$ cat src/rtl/vx_flush_req_mux_pkg.sv
// Shared types and default sizes for the bank input stage (flush/core request mux).
package vx_flush_req_mux_pkg;

    localparam int DEF_LINE_SEL_BITS    = 8;
    localparam int DEF_LINE_ADDR_WIDTH  = 26;
    localparam int DEF_DATA_WIDTH       = 32;
    localparam int DEF_TAG_WIDTH        = 8;
    localparam int DEF_FLUSH_FIFO_DEPTH = 4;

    typedef enum logic [1:0] {
        FLUSH_ST_INIT  = 2'd0,
        FLUSH_ST_FLUSH = 2'd1,
        FLUSH_ST_DRAIN = 2'd2,
        FLUSH_ST_RUN   = 2'd3
    } flush_state_e;

endpackage

$ cat src/rtl/vx_flush_req_mux_if.sv
// Core request handshake plus the registered request slot toward the tag-access stage.
interface vx_flush_req_mux_if #(
    parameter int LINE_ADDR_WIDTH = 26,
    parameter int DATA_WIDTH      = 32,
    parameter int TAG_WIDTH       = 8
);
    logic                       core_req_valid;
    logic                       core_req_rw;
    logic [LINE_ADDR_WIDTH-1:0] core_req_addr;
    logic [DATA_WIDTH-1:0]      core_req_data;
    logic [TAG_WIDTH-1:0]       core_req_tag;
    logic                       core_req_ready;

    logic                       pipe_valid_out;
    logic                       pipe_is_flush;
    logic                       pipe_rw;
    logic [LINE_ADDR_WIDTH-1:0] pipe_addr;
    logic [DATA_WIDTH-1:0]      pipe_data;
    logic [TAG_WIDTH-1:0]       pipe_tag;
    logic                       pipe_ready_in;

    modport master (
        output core_req_valid, core_req_rw, core_req_addr, core_req_data, core_req_tag,
        input  core_req_ready,
        input  pipe_valid_out, pipe_is_flush, pipe_rw, pipe_addr, pipe_data, pipe_tag,
        output pipe_ready_in
    );

    modport slave (
        input  core_req_valid, core_req_rw, core_req_addr, core_req_data, core_req_tag,
        output core_req_ready,
        output pipe_valid_out, pipe_is_flush, pipe_rw, pipe_addr, pipe_data, pipe_tag,
        input  pipe_ready_in
    );
endinterface

$ cat src/rtl/vx_flush_fifo.sv
// Register FIFO buffering flush line indices; the caller never pushes a full FIFO
// without a same-cycle pop and never pops an empty one.
module vx_flush_fifo #(
    parameter int WIDTH = 8,
    parameter int DEPTH = 4
) (
    input  logic             clk,
    input  logic             reset,
    input  logic             push,
    input  logic             pop,
    input  logic [WIDTH-1:0] din,
    output logic [WIDTH-1:0] dout,
    output logic             empty,
    output logic             full
);
    localparam int AW = $clog2(DEPTH);

    logic [WIDTH-1:0] mem_r [DEPTH];
    logic [AW-1:0]    wr_ptr_r;
    logic [AW-1:0]    rd_ptr_r;
    logic [AW:0]      count_r;

    // Storage, pointers (wrap naturally since DEPTH is a power of 2) and occupancy
    always_ff @(posedge clk or negedge reset) begin
        if (!reset) begin
            for (int i = 0; i < DEPTH; i++) begin
                mem_r[i] <= {WIDTH{1'b0}};
            end
            wr_ptr_r <= {AW{1'b0}};
            rd_ptr_r <= {AW{1'b0}};
            count_r  <= {(AW+1){1'b0}};
        end else begin
            if (push) begin
                mem_r[wr_ptr_r] <= din;
                wr_ptr_r        <= wr_ptr_r + AW'(1);
            end
            if (pop) begin
                rd_ptr_r <= rd_ptr_r + AW'(1);
            end
            case ({push, pop})
                2'b10:   count_r <= count_r + (AW+1)'(1);
                2'b01:   count_r <= count_r - (AW+1)'(1);
                default: count_r <= count_r;
            endcase
        end
    end

    assign dout  = mem_r[rd_ptr_r];
    assign empty = (count_r == {(AW+1){1'b0}});
    assign full  = (count_r == (AW+1)'(DEPTH));
endmodule

$ cat src/rtl/vx_flush_req_mux.sv
// Bank input stage: merges buffered flush ops and core requests into one registered slot,
// holding core traffic off until every flush op since reset has been handed downstream.
module vx_flush_req_mux
    import vx_flush_req_mux_pkg::*;
#(
    parameter int LINE_SEL_BITS    = DEF_LINE_SEL_BITS,
    parameter int LINE_ADDR_WIDTH  = DEF_LINE_ADDR_WIDTH,
    parameter int DATA_WIDTH       = DEF_DATA_WIDTH,
    parameter int TAG_WIDTH        = DEF_TAG_WIDTH,
    parameter int FLUSH_FIFO_DEPTH = DEF_FLUSH_FIFO_DEPTH
) (
    input  logic                     clk,
    input  logic                     reset,
    input  logic                     flush_valid_in,
    input  logic [LINE_SEL_BITS-1:0] flush_addr_in,
    vx_flush_req_mux_if.slave        bus,
    output logic                     flush_busy,
    output logic                     flush_done,
    output logic                     flush_overflow
);
    flush_state_e             state_r;
    flush_state_e             state_s;
    logic                     load_s;
    logic                     fifo_push_s;
    logic                     fifo_pop_s;
    logic                     fifo_empty_s;
    logic                     fifo_full_s;
    logic [LINE_SEL_BITS-1:0] fifo_dout_s;
    logic                     bypass_s;
    logic                     drop_s;
    logic                     core_ready_s;
    logic                     core_accept_s;
    logic                     slot_flush_held_s;

    vx_flush_fifo #(
        .WIDTH (LINE_SEL_BITS),
        .DEPTH (FLUSH_FIFO_DEPTH)
    ) u_fifo (
        .clk   (clk),
        .reset (reset),
        .push  (fifo_push_s),
        .pop   (fifo_pop_s),
        .din   (flush_addr_in),
        .dout  (fifo_dout_s),
        .empty (fifo_empty_s),
        .full  (fifo_full_s)
    );

    // The FIFO head always wins the slot; a new flush op only bypasses when nothing is queued
    assign load_s        = !bus.pipe_valid_out | bus.pipe_ready_in;
    assign fifo_pop_s    = load_s & !fifo_empty_s;
    assign bypass_s      = load_s & fifo_empty_s & flush_valid_in;
    assign fifo_push_s   = flush_valid_in & !bypass_s & (!fifo_full_s | fifo_pop_s);
    assign drop_s        = flush_valid_in & !bypass_s & fifo_full_s & !fifo_pop_s;
    assign core_ready_s  = (state_r == FLUSH_ST_RUN) & !flush_valid_in & fifo_empty_s & load_s;
    assign core_accept_s = core_ready_s & bus.core_req_valid;
    assign slot_flush_held_s = bus.pipe_valid_out & bus.pipe_is_flush & !bus.pipe_ready_in;

    assign bus.core_req_ready = core_ready_s;
    assign flush_busy         = (state_r != FLUSH_ST_RUN);

    // Output slot: reloads only when empty or being accepted, otherwise holds stable
    always_ff @(posedge clk or negedge reset) begin
        if (!reset) begin
            bus.pipe_valid_out <= 1'b0;
            bus.pipe_is_flush  <= 1'b0;
            bus.pipe_rw        <= 1'b0;
            bus.pipe_addr      <= {LINE_ADDR_WIDTH{1'b0}};
            bus.pipe_data      <= {DATA_WIDTH{1'b0}};
            bus.pipe_tag       <= {TAG_WIDTH{1'b0}};
        end else if (load_s) begin
            if (fifo_pop_s || bypass_s) begin
                bus.pipe_valid_out <= 1'b1;
                bus.pipe_is_flush  <= 1'b1;
                bus.pipe_rw        <= 1'b0;
                bus.pipe_addr      <= fifo_pop_s ? LINE_ADDR_WIDTH'(fifo_dout_s)
                                                 : LINE_ADDR_WIDTH'(flush_addr_in);
                bus.pipe_data      <= {DATA_WIDTH{1'b0}};
                bus.pipe_tag       <= {TAG_WIDTH{1'b0}};
            end else if (core_accept_s) begin
                bus.pipe_valid_out <= 1'b1;
                bus.pipe_is_flush  <= 1'b0;
                bus.pipe_rw        <= bus.core_req_rw;
                bus.pipe_addr      <= bus.core_req_addr;
                bus.pipe_data      <= bus.core_req_data;
                bus.pipe_tag       <= bus.core_req_tag;
            end else begin
                bus.pipe_valid_out <= 1'b0;
                bus.pipe_is_flush  <= 1'b0;
                bus.pipe_rw        <= 1'b0;
                bus.pipe_addr      <= {LINE_ADDR_WIDTH{1'b0}};
                bus.pipe_data      <= {DATA_WIDTH{1'b0}};
                bus.pipe_tag       <= {TAG_WIDTH{1'b0}};
            end
        end
    end

    // Sticky record of any flush op lost to a full buffer
    always_ff @(posedge clk or negedge reset) begin
        if (!reset) begin
            flush_overflow <= 1'b0;
        end else if (drop_s) begin
            flush_overflow <= 1'b1;
        end
    end

    // FSM state register
    always_ff @(posedge clk or negedge reset) begin
        if (!reset) begin
            state_r <= FLUSH_ST_INIT;
        end else begin
            state_r <= state_s;
        end
    end

    // FSM next state; a core op left in the slot does not block the DRAIN->RUN exit
    always_comb begin
        state_s    = state_r;
        flush_done = 1'b0;
        case (state_r)
            FLUSH_ST_INIT: begin
                if (flush_valid_in) state_s = FLUSH_ST_FLUSH;
                else                state_s = FLUSH_ST_INIT;
            end
            FLUSH_ST_FLUSH: begin
                if (!flush_valid_in) state_s = FLUSH_ST_DRAIN;
                else                 state_s = FLUSH_ST_FLUSH;
            end
            FLUSH_ST_DRAIN: begin
                if (flush_valid_in) begin
                    state_s = FLUSH_ST_FLUSH;
                end else if (fifo_empty_s && !slot_flush_held_s) begin
                    state_s    = FLUSH_ST_RUN;
                    flush_done = 1'b1;
                end else begin
                    state_s = FLUSH_ST_DRAIN;
                end
            end
            FLUSH_ST_RUN: begin
                if (flush_valid_in) state_s = FLUSH_ST_FLUSH;
                else                state_s = FLUSH_ST_RUN;
            end
            default: state_s = FLUSH_ST_INIT;
        endcase
    end
endmodule

$ cat src/flat_wrapper.sv
// flat-port wrapper written by rule: the top's interface ports become plain ports
module vx_flush_req_mux_flat import vx_flush_req_mux_pkg::*;
#(
    parameter int LINE_SEL_BITS    = DEF_LINE_SEL_BITS,
    parameter int LINE_ADDR_WIDTH  = DEF_LINE_ADDR_WIDTH,
    parameter int DATA_WIDTH       = DEF_DATA_WIDTH,
    parameter int TAG_WIDTH        = DEF_TAG_WIDTH,
    parameter int FLUSH_FIFO_DEPTH = DEF_FLUSH_FIFO_DEPTH
)
  (clk, reset, flush_valid_in, flush_addr_in, flush_busy, flush_done, flush_overflow, bus_core_req_valid, bus_core_req_rw, bus_core_req_addr, bus_core_req_data, bus_core_req_tag, bus_core_req_ready, bus_pipe_valid_out, bus_pipe_is_flush, bus_pipe_rw, bus_pipe_addr, bus_pipe_data, bus_pipe_tag, bus_pipe_ready_in);
  vx_flush_req_mux_if #(.LINE_ADDR_WIDTH(LINE_ADDR_WIDTH), .DATA_WIDTH(DATA_WIDTH), .TAG_WIDTH(TAG_WIDTH)) bus_i ();
  input  logic clk;
  input  logic reset;
  input  logic flush_valid_in;
  input  logic [LINE_SEL_BITS-1:0] flush_addr_in;
  output logic flush_busy;
  output logic flush_done;
  output logic flush_overflow;
  input wire logic [$bits(bus_i.core_req_valid)-1:0] bus_core_req_valid;
  input wire logic [$bits(bus_i.core_req_rw)-1:0] bus_core_req_rw;
  input wire logic [$bits(bus_i.core_req_addr)-1:0] bus_core_req_addr;
  input wire logic [$bits(bus_i.core_req_data)-1:0] bus_core_req_data;
  input wire logic [$bits(bus_i.core_req_tag)-1:0] bus_core_req_tag;
  output wire logic [$bits(bus_i.core_req_ready)-1:0] bus_core_req_ready;
  output wire logic [$bits(bus_i.pipe_valid_out)-1:0] bus_pipe_valid_out;
  output wire logic [$bits(bus_i.pipe_is_flush)-1:0] bus_pipe_is_flush;
  output wire logic [$bits(bus_i.pipe_rw)-1:0] bus_pipe_rw;
  output wire logic [$bits(bus_i.pipe_addr)-1:0] bus_pipe_addr;
  output wire logic [$bits(bus_i.pipe_data)-1:0] bus_pipe_data;
  output wire logic [$bits(bus_i.pipe_tag)-1:0] bus_pipe_tag;
  input wire logic [$bits(bus_i.pipe_ready_in)-1:0] bus_pipe_ready_in;
  assign bus_i.core_req_valid = bus_core_req_valid;
  assign bus_i.core_req_rw = bus_core_req_rw;
  assign bus_i.core_req_addr = bus_core_req_addr;
  assign bus_i.core_req_data = bus_core_req_data;
  assign bus_i.core_req_tag = bus_core_req_tag;
  assign bus_core_req_ready = bus_i.core_req_ready;
  assign bus_pipe_valid_out = bus_i.pipe_valid_out;
  assign bus_pipe_is_flush = bus_i.pipe_is_flush;
  assign bus_pipe_rw = bus_i.pipe_rw;
  assign bus_pipe_addr = bus_i.pipe_addr;
  assign bus_pipe_data = bus_i.pipe_data;
  assign bus_pipe_tag = bus_i.pipe_tag;
  assign bus_i.pipe_ready_in = bus_pipe_ready_in;
  vx_flush_req_mux #(.LINE_SEL_BITS(LINE_SEL_BITS), .LINE_ADDR_WIDTH(LINE_ADDR_WIDTH), .DATA_WIDTH(DATA_WIDTH), .TAG_WIDTH(TAG_WIDTH), .FLUSH_FIFO_DEPTH(FLUSH_FIFO_DEPTH)) u_core (.clk(clk), .reset(reset), .flush_valid_in(flush_valid_in), .flush_addr_in(flush_addr_in), .bus(bus_i), .flush_busy(flush_busy), .flush_done(flush_done), .flush_overflow(flush_overflow));
endmodule
$ cat config.mk
export PLATFORM = sky130hd
export DESIGN_NAME = vx_flush_req_mux_flat
export DESIGN_NICKNAME = d
export VERILOG_FILES = /design/src/rtl/vx_flush_req_mux_pkg.sv /design/src/rtl/vx_flush_req_mux_if.sv /design/src/rtl/vx_flush_fifo.sv /design/src/rtl/vx_flush_req_mux.sv /design/src/flat_wrapper.sv
export SDC_FILE = /design/constraint.sdc
export NUM_CORES = 1
export LEC_CHECK = 0
export ABC_AREA = 1
export BUFFER_PORTS_ARGS = -buffer_cell sky130_fd_sc_hd__buf_2
export CAP_MARGIN = 20
export CORE_MARGIN = 4
export CORE_UTILIZATION = 45
export CTS_CLUSTER_DIAMETER = 50
export CTS_CLUSTER_SIZE = 24
export DETAILED_ROUTE_END_ITERATION = 12
export MAX_ROUTING_LAYER = met4
export PLACE_DENSITY_LB_ADDON = 0.2
export SLEW_MARGIN = 10
export SYNTH_ARGS = -nofsm -noshare
export SYNTH_HDL_FRONTEND = slang
export SYNTH_SLANG_ARGS = --single-unit
$ cat constraint.sdc
create_clock -name clk -period 5.55 [get_ports clk]
set_clock_uncertainty 0.15 [all_clocks]
set_input_delay 1.11 -clock clk [delete_from_list [all_inputs] [get_ports clk]]
set_output_delay 1.11 -clock clk [all_outputs]
set_load 0.01 [all_outputs]
==> metrics.cfg <==
[outcome]
outcome = complete, no violations

[synth]
ys_ff_latch = 111
synth_area_leaders = dfrtp_1, nand2_1, nand3_1
yosys.area.top_type_share_pct = 55.7
ys_seq_area_share_pct = 55.7
yosysUniqueCellTypes = 23
syn_inst = 603
syn_area_per_cell_sq_um = 8.26
yosys.area.top_type = dfrtp_1
synthesis.area_sq_um = 4980
ys.warnings.count = 0
syn-num-nets = 688

[cells_and_area]
nets = 819
fillCellCount = 1040
fin_area_sq_um = 6010
drive_above_1_share_pct = 24.6
final_common_cell = nand2_1
area_delta_synth_final_pct = 20.5
mostFrequentLayoutCells = nand2_1, buf_2, dfrtp_1
layout.cells.non_filler = 879
diodes = 0

[place]
dp_cells = 862
numPortBuffers = 152
gp_congestion = 0.846
dpl.hpwl_microns = 8980
placed_cell_area_sq_um = 5780

[worst_setup_path]
r2r_slack_ns = 3.08
cp-end-kind = primary output
r2r-start = u_core.bus.pipe_valid_out
startpoint_type = primary input
crit_chain = buf_2 -> inv_1 -> nand2_2 -> inv_2 -> buf_4 -> nor3_4 -> buf_2
path_max_fanout = 52
critical_path.startpoint = bus_pipe_ready_in
cp.required_ns = 4.29
critical_path_class = primary input to primary output
path_common_cell = buf_2
cp_slowest_cell = buf_4
critPathTopFamily = buffers and inverters
cp-endpoint = bus_core_req_ready
cp.depth = 7
r2r_cells = 7
slowest_delay_ns = 0.51
critPathBufInv = 5
cp.arrival_ns = 2.45
reg2reg_to = u_core.bus.pipe_addr[1]

[global_route]
track_usage_pct = 21.5
grt_pass1_vias = 4328
grt_overflow = 0
grt_pass1_wl_microns = 21600
antenna_found_initial = 0
grt_use_met1_pct = 30.1
use_met3_pct = 2.89
grt_max_degree = 74
busiest_layer = met2
gr-usage-met2_pct = 32.8

[drt]
routedWlPerCell_microns = 15.1
wirelength_microns = 13200
drtAntennaViolNets = 0
drtIter0Drc = 354
vias_per_cell = 5.16
route.detailed.drc = 0
dr.pass1.iters = 4
vias = 4533

[clock_network]
cts_resized = 0
cts_setup_buffers = 0
clock_path_buffers = 2
numCtsBuffers = 9
postCtsHoldBufs = 0
clk_pin_slew_ns = 0.10
cts_tree = yes
clock_sinks = 111
h-tree-depth = 3
clock-root-buffer = clkbuf_8
clk_latency_ns = 0.38

[floorplanning]
ios = 153
num_rows = 38
die_area_sq_um = 12800
fp.dieW_microns = 113
initial_utilization_pct = 46.0
core_sq_um = 10800
die_h_microns = 113

[timing]
finalSetupTns_ns = 0
setup_viol = 0
hold_slack_ns = 0.317
finalHoldViolations = 0
timing.final.crit_share_pct = 66.9
slew_viol_final = 0
slew_headroom_pct = 38.1
fmax_mhz = 269
finalCriticalPeriod_ns = 3.71
rsz0062_at_grt = false
tightest_slew_ns = 0.929

[flow_run]
cap_viol_max_count = 0

[hold_path]
holdCritPathClass = register to register

[power]
power_density_nw_per_um2 = 409
ir_drop_v = 0.000151
power.static_leakage_nw = 3.52

==> logic make-up (layout without fill, tap and decap cells) <==
kind of cell    after synthesis  in the layout  share of synthesized area, %
compound gates                4              4                         0.502
simple gates                422            422                          36.7
buf+inv                      58            194                          5.10
fa+ha+maj                     5              5                          1.41
flops                       111            111                          55.7
xor+xnor                      3              3                         0.527
==> cells in the mapped netlist (all sizes together) <==
cell,instances
nand2,262
dfrtp,111
nand3,110
nand4,34
buf,24
inv,18
clkbuf,14
nor2,14
ha,4
xor2,3
clkinv,2
nor3,2
o21ai,2
a21o,1
fa,1
o211ai,1
==> metal layers <==
| layer | wire length (microns) | up-vias |
|---|---|---|
| met5 | 0 | - |
| met4 | 180 | 0 |
| met3 | 854 | 14 |
| met2 | 6370 | 176 |
| met1 | 5840 | 2129 |
| li1 | - | 2214 |
==> power breakdown <==
group	switching [mW]	leakage, nW	internal [mW]	total (mW)
logic	0.543	1.96	0.278	0.822
clock network	0.292	0.102	0.214	0.506
registers	0.139	1.46	0.993	1.13
total	0.974	3.52	1.49	2.46
==> layout make-up <==
type                       count  area [sq um]  share of cell area [%]
sequential                   111          2780                    46.2
multi-input combinational    434          1950                    32.5
timing repair buffer         158           821                    13.7
tap                          140           175                    2.92
clock buffer                   9           124                    2.06
clock inverter                 7          80.1                    1.33
inverter                      20          75.1                    1.25
==> state kept, by name, indices dropped and copies added, names as in the netlist, 2 cells and up <==
name                    count
u_core.bus.pipe_tag         8
u_core.u_fifo.count_r       3
u_core.state_r              2
u_core.bus.pipe_data       32
u_core.u_fifo.mem_r        32
u_core.bus.pipe_addr       26
u_core.u_fifo.rd_ptr_r      2
u_core.u_fifo.wr_ptr_r      2
==> stage by stage <==
stage / util (%) / power [mW] / setup slack [ns]
global route: 55.4 / 2.66 / 1.69
global placement: 53.3 / 1.94 / 1.86
detailed placement: 53.3 / 1.97 / 1.81
CTS: 55.2 / 2.48 / 1.81
finish: 55.4 / 2.46 / 1.84
floorplan: - / 1.70 / 2.48
==> how the worst min path moves through the flow <==
stage	end	start	slack, ns	depth (start not counted)
after floorplan	u_core.u_fifo.mem_r[21]	u_core.u_fifo.mem_r[21]	0.29	2
after global placement	u_core.flush_overflow	u_core.flush_overflow	0.29	1
after detailed placement	u_core.flush_overflow	u_core.flush_overflow	0.29	1
after CTS	u_core.flush_overflow	u_core.flush_overflow	0.32	1
after global routing	u_core.u_fifo.mem_r[26]	u_core.u_fifo.mem_r[26]	0.34	2
final	u_core.flush_overflow	u_core.flush_overflow	0.32	1
No activity file was read; power rests on OpenSTA's default activity.
